$ cat config.mk
export PLATFORM = sky130hd
export DESIGN_NAME = timer_dev
export DESIGN_NICKNAME = d
export VERILOG_FILES = /design/src/rtl/timer_dev_pkg.sv /design/src/rtl/timer_dev.sv
export SDC_FILE = /design/constraint.sdc
export NUM_CORES = 1
export LEC_CHECK = 0
export CAP_MARGIN = 10
export CORE_MARGIN = 2
export CORE_UTILIZATION = 50
export DETAILED_ROUTE_END_ITERATION = 12
export GPL_TIMING_DRIVEN = 1
export PLACE_DENSITY = 0.8
export SLEW_MARGIN = 20
export SYNTH_ARGS = -nofsm -noshare
export SYNTH_HDL_FRONTEND = slang
export SYNTH_SLANG_ARGS = --single-unit
$ cat constraint.sdc
create_clock -name clk -period 2.92 [get_ports clk]
set_input_delay 0.584 -clock clk [delete_from_list [all_inputs] [get_ports clk]]
set_output_delay 0.584 -clock clk [all_outputs]
set_load 0.05 [all_outputs]
$ cat src/rtl/timer_dev_pkg.sv
// Shared definitions for the memory-mapped countdown timer: register offsets,
// CTRL field positions, mode codes and FSM state encoding.
package timer_dev_pkg;

  localparam logic [1:0] OFF_CTRL   = 2'd0;
  localparam logic [1:0] OFF_PRESET = 2'd1;
  localparam logic [1:0] OFF_COUNT  = 2'd2;

  localparam int CTRL_EN      = 0;
  localparam int CTRL_MODE_LO = 1;
  localparam int CTRL_MODE_HI = 2;
  localparam int CTRL_IM      = 3;

  localparam logic [1:0] MODE_ONESHOT = 2'd0;
  localparam logic [1:0] MODE_RELOAD  = 2'd1;

  typedef enum logic [1:0] {
    ST_IDLE = 2'd0,
    ST_LOAD = 2'd1,
    ST_CNT  = 2'd2,
    ST_INT  = 2'd3
  } state_t;

  typedef struct packed {
    logic       im;
    logic [1:0] mode;
    logic       en;
  } ctrl_t;

  function automatic ctrl_t ctrl_from_word(input logic [3:0] w);
    ctrl_t c;
    c.en   = w[CTRL_EN];
    c.mode = w[CTRL_MODE_HI:CTRL_MODE_LO];
    c.im   = w[CTRL_IM];
    return c;
  endfunction

endpackage

$ cat src/rtl/timer_dev.sv
// Countdown timer on the CPU data bus; stores land at the clock edge, RD is combinational.
// No backpressure: every access completes in the cycle it is presented; irq = IM & int_flag.
module timer_dev
  import timer_dev_pkg::*;
#(
  parameter logic [31:0] BASE = 32'h0000_7F00
) (
  input  logic        clk,
  input  logic        reset,
  input  logic [31:0] A,
  input  logic        WE,
  input  logic [31:0] WD,
  output logic [31:0] RD,
  output logic        irq
);

  ctrl_t       ctrl_q, ctrl_d;
  logic [31:0] preset_q, preset_d;
  logic [31:0] count_q, count_d;
  state_t      state_q, state_d;
  logic        int_flag_q, int_flag_d;

  logic sel;
  logic wr_ctrl;
  logic wr_preset;
  logic expire;
  logic unused_addr_bits;

  assign sel       = (A[31:4] == BASE[31:4]);
  assign wr_ctrl   = sel & WE & (A[3:2] == OFF_CTRL);
  assign wr_preset = sel & WE & (A[3:2] == OFF_PRESET);
  assign unused_addr_bits = ^A[1:0];

  // Counting run ends this edge; a PRESET of 0 expires exactly like a PRESET of 1.
  assign expire = (state_q == ST_CNT) & ctrl_q.en & (count_q <= 32'd1);

  always_comb begin
    state_d    = state_q;
    ctrl_d     = ctrl_q;
    preset_d   = preset_q;
    count_d    = count_q;
    int_flag_d = int_flag_q;

    case (state_q)
      ST_IDLE: begin
        if (ctrl_q.en) state_d = ST_LOAD;
      end
      ST_LOAD: begin
        count_d = preset_q;
        state_d = ST_CNT;
      end
      ST_CNT: begin
        if (!ctrl_q.en) begin
          state_d = ST_IDLE;
        end else if (expire) begin
          count_d    = '0;
          int_flag_d = 1'b1;
          state_d    = ST_INT;
        end else begin
          count_d = count_q - 32'd1;
        end
      end
      ST_INT: begin
        if (ctrl_q.mode == MODE_RELOAD) begin
          int_flag_d = 1'b0;
          state_d    = ctrl_q.en ? ST_LOAD : ST_IDLE;
        end else begin
          ctrl_d.en = 1'b0;
          state_d   = ST_IDLE;
        end
      end
      default: state_d = ST_IDLE;
    endcase

    if (wr_preset) preset_d = WD;

    // CPU store to CTRL overrides the FSM's auto-disable and acknowledges the
    // interrupt, except that an expiry landing on the same edge is not lost.
    if (wr_ctrl) begin
      ctrl_d = ctrl_from_word(WD[3:0]);
      if (!expire) int_flag_d = 1'b0;
    end
  end

  always_ff @(posedge clk) begin
    if (reset) begin
      state_q    <= ST_IDLE;
      ctrl_q     <= '0;
      preset_q   <= '0;
      count_q    <= '0;
      int_flag_q <= 1'b0;
    end else begin
      state_q    <= state_d;
      ctrl_q     <= ctrl_d;
      preset_q   <= preset_d;
      count_q    <= count_d;
      int_flag_q <= int_flag_d;
    end
  end

  always_comb begin
    RD = '0;
    if (sel) begin
      case (A[3:2])
        OFF_CTRL:   RD = {28'd0, ctrl_q};
        OFF_PRESET: RD = preset_q;
        OFF_COUNT:  RD = count_q;
        default:    RD = '0;
      endcase
    end
  end

  assign irq = ctrl_q.im & int_flag_q;

endmodule
### After elaboration in Yosys (flattened, before gate mapping)

Cells that the tools add are included.

| word-level totals | value |
|---|---|
| word-level logic and storage cells | 53 |
| bits in read-only memories | 0 |
| bits in latches | 0 |
| input bits | 67 |
| memories kept | 0 |
| bits in registers | 71 |
| RAM bits | 0 |

| operators by class | value |
|---|---|
| reduce and logical (&&, ||, !) cells | 7 |
| add/sub/neg operators | 1 |
| shift-type cells | 0 |
| multipliers | 0 |
| multiplexer cells | 20 |
| equality and inequality tests | 11 |
| $lt $le $gt $ge | 1 |
| bitwise operators | 6 |
| divide/modulo/power cells | 0 |

Operators with widths:

| kind | count |
|---|---|
| $mux W32 | 3 |
| $pmux W32 S3 | 1 |
| $pmux W32 S2 | 1 |
| $le A32 B1 Y1 const B | 1 |
| $sub A32 B1 Y32 const B | 1 |
| $eq A28 B11 Y1 const B | 1 |
| $mux W1 | 10 |
| $pmux W2 S4 | 1 |
| $and A1 B1 Y1 | 6 |
| $eq A2 B1 Y1 const B | 3 |
| $eq A2 B2 Y1 const B | 3 |
| $mux W2 | 3 |
| $ne A2 B2 Y1 const B | 3 |
| $reduce_and A2 Y1 | 3 |
| $logic_not A2 Y1 | 2 |
| $reduce_bool A2 Y1 | 2 |
| $ne A3 B3 Y1 const B | 1 |
| $pmux W1 S2 | 1 |

### Depth between registers and ports, before layout

| logic depth | value |
|---|---|
| word-level depth | 8 |
| gate-level depth with buffers | 9 |
| gate-level depth less buffers | 7 |

### Least setup slack after synthesis

OpenSTA, ideal clock, no wires.

| timing path | value |
|---|---|
| path type | input-to-output |
| start | input A[3] |
| end | output RD[11] |
| cell stages on the path | 6 |
| setup slack | 0.006 ns |
| data arrival time | 2.330 ns |
| data required time | 2.336 ns |
| cell sequence | clkbuf_1 -> nor2b_1 -> clkbuf_1 -> clkbuf_1 -> a22oi_1 -> nor2_1 |

| between the ends | value |
|---|---|
| cells in the longest elaborated chain, start to end | 3 |
| elaborated cells on any way between the ends | 5 |
| classes of those cells | eq/ne (2); mux (2); reduce/logical (1) |

RTL lines:

| what | line | source |
|---|---|---|
| start, declared | timer_dev.sv:10 | `input logic [31:0] A,` |
| $eq A2 B2 Y1 (tied with other cells) | timer_dev.sv:104 | `case (A[3:2])` |
| $pmux W32 S3 (*) | timer_dev.sv:104 |  |
| $mux W32 (*) | timer_dev.sv:103 | `if (sel) begin` |
| end, declared | timer_dev.sv:13 | `output logic [31:0] RD,` |

Mark *: on every way between the ends. The rest lies on a longest branch, timed or not.

### Worst setup path in the final report

| timing path | value |
|---|---|
| start | input A[19] |
| end | output RD[3] |

| between the ends | value |
|---|---|
| cells in the longest elaborated chain, start to end | 2 |

RTL lines:

| what | line | source |
|---|---|---|
| $eq A28 B11 Y1 | timer_dev.sv:29 | `assign sel = (A[31:4] == BASE[31:4]);` |
| $mux W32 | timer_dev.sv:103 |  |

Every way passes these cells.

==> key figures <==
Run status
  • Status: finished, violations left
  • Violated checks: negative setup slack

Cells and area
  • Fraction of layout cells with a size suffix above 1: 19.7%
  • Final-stage net count: 689
  • Leading cell type in the layout, fill and taps excluded: dfxtp_1
  • Register area: 1420 um^2
  • Ant diodes: 0
  • Multi-input logic area: about 2800 um^2
  • FILL cells: between 500 and 600
  • Commonest non-fill, non-tap cells in the layout: dfxtp_1, nor2_1, clkdlybuf4s50_1
  • Area growth syn-to-layout: 48.3%
  • Final core occ: 76.4%

Yosys
  • Distinct cell type count after synthesis: 52
  • Async set-reset flop share out of synthesis: 0%
  • Post-synth top area share: about a third
  • Post-synthesis sequential area ratio: 33.7%
  • Leading area contributor after synthesis: dfxtp_1
  • Most used DFF post-synth: dfxtp_1
  • Post-synthesis cell area: 4210 um^2
  • Average size of a mapped cell: 7.85 um^2
  • FF+latch count, synth: between 70 and 80
  • Synth area leaders: dfxtp_1, mux2i_1, nor2_1, a22oi_1, clkbuf_1
  • Synth Warn #: 0
  • Syn Nets: 606
  • Post-synth EDFFs: 0
  • Synth Instances: 537

Global route
  • Antenna violations before repair: 0
  • Largest net degree at the start of global routing: 35
  • Remaining Overflow, GRT: 0
  • Total track usage: 30.4%
  • Vias in the first global route: 4,435
  • Global-route wire length before repair: ~22,000 um

Timing
  • Final clock skew: 0.00998 ns
  • Max Freq: 0.335 GHz
  • Final-report max-slew violation count: 0
  • Final period util: 102%
  • Minimum clock period: 2.99 ns
  • Slew HR: between 30% and 40%
  • Worst Slack Setup Final: -0.0695 ns
  • Setup violators final: 32
  • Worst slew pin tran: 1.01 ns
  • Final hold vios: 0
  • Setup TNS: -1.45 ns
  • WHS: 0.520 ns

Setup path
  • Setup crit end kind: output port
  • Critical path type: primary input to output port
  • Worst path arrival time: 2.41 ns
  • Critical Path RT: 2.34 ns
  • Startpoint types: primary input
  • CP max FO: 8

Placement
  • Pre-CTS setup slack: -0.0862 ns
  • Detailed placement HPWL: 8710 um
  • Input/output buffers: 97
  • GPL Wtd Cong: 0.925

Routing
  • Wire per inst: 19.9 um
  • Via count: 4,772
  • Final wirelength: 14,500 um
  • TritonRoute pass-1 iters: 6
  • Initial DRC Count: 552
  • Vias/cell: approximately 6.5
  • Antenna Nets Post-Route: 0
  • Post-route DRC: 0

Power and ir drop
  • Power Total: 2.00 mW
  • Power per cell area: 320 nW/um^2
  • Leakage power: 2.18 nW
  • Worst vdd ir: 0.000267 V

CTS
  • H-tree depth: 3
  • Clock insertion delay at the later pin of the skew report: 0.35 ns
  • Post-CTS Hold Buffers: 0
  • CTS clock-pin slew for the worst setup and hold paths: 0.07 ns
  • CTS Buffer Depth: 2
  • CTS buffer count: 9
  • Root Buffer: clkbuf_8
  • CTS Sinks: a little over 70
  • CTS tree: built

Floorplanning
  • Top-Level Pins: 100
  • Die X: roughly 96 um
  • Die area: about 9200 um^2
  • Core area: 8180 um^2
  • Initial Util: 51.5%
  • Row count: 33
  • Die Y-Extent: 95.8 um

Run
  • Max-Cap Viols: 0

Min path
  • Worst hold path class: flip-flop to flip-flop
report_power, final:
| part | total, mW | internal [mW] | switching [mW] |
|---|---|---|---|
| combinational | 0.147 | 0.0911 | 0.0562 |
| sequential | 0.967 | 0.967 | 0.000000000381 |
| clock | 0.883 | 0.505 | 0.378 |
per-layer routing:
metal,track usage (%),part of all wire [%],vias to the layer above,wire length [um]
met5,0,0,-,0
met4,9.52,3.0,0,431
met3,6.42,9.0,46,1310
met2,52.4,50,279,7280
met1,38.1,38,2262,5500
li1,-,-,2185,-
final timing paths:
| kind | startpoint | endpoint | slack, ns | cells after the start |
|---|---|---|---|---|
| worst max-delay path | A[19] | RD[3] | -0.07 | 7 |
| worst max register to register | count_q[15] | count_q[7] | 0.32 | 5 |
| worst min-delay path | preset_q[17] | count_q[17] | 0.52 | 2 |
| worst min register to register | preset_q[17] | count_q[17] | 0.52 | 2 |
worst max-delay path: stages:
cell and delay [ns]:
clkdlybuf4s50_1 0.42, nor4_1 0.40, nand3_1 0.17, or2_4 0.33
clkbuf_16 0.22, nor2_4 0.13, buf_12 0.15
final cells by class:
class / count / area share [%]
sequential: 71 / 22.7
timing repair buffer: 123 / 25.6
clock buffer: 11 / 2.26
multi-input combinational: 407 / 45.5
clock inverter: 5 / 1.30
inverter: 8 / 0.481
tap: 105 / 2.10
cell families after synthesis:
group / after synthesis / share of synthesized area (%)
buffers and inverters: 59 / 5.94
and+or+nand+nor: 242 / 29.8
xor gates and xnor gates: 1 / 0.208
muxes: 42 / 9.98
DFF: 71 / 33.7
adders and majority gates: 2 / 0.594
AOI/OAI and AO/OA: 120 / 19.8
sequential cells by signal (all words and copies together) (netlist names):
register,cells
int_flag_q,1
state_q,2
count_q,32
preset_q,32
ctrl_q,4
cells in the mapped netlist, drive strengths merged, types with 4 or more instances:
library cell / n
a21oi: 22
a22oi: 31
a31oi: 23
a32oi: 12
and2: 5
buf: 12
clkbuf: 39
dfxtp: 71
inv: 8
mux2i: 42
nand2: 22
nand2b: 6
nand3: 25
nand4: 16
nand4b: 4
nor2: 91
nor2b: 7
nor3: 14
nor4: 22
o21ai: 7
or3: 7
or4: 8
metrics by stage:
step                std cells  area [um^2]
floorplan                 537         4210
global placement          710         5640
detailed placement        710         5640
CTS                       728         6070
global route              730         6250
finish                    730         6250
timing repair:
item | CTS | global route
gates resized for setup | 52 | 25
endpoints found under the setup margin | 32 | 32
setup buffers | 1 | 0
hold endpoints to repair | 0 | 0
gates cloned | 1 | 2
pin swaps | 2 | 22
Power figures use the tool's default switching activity.
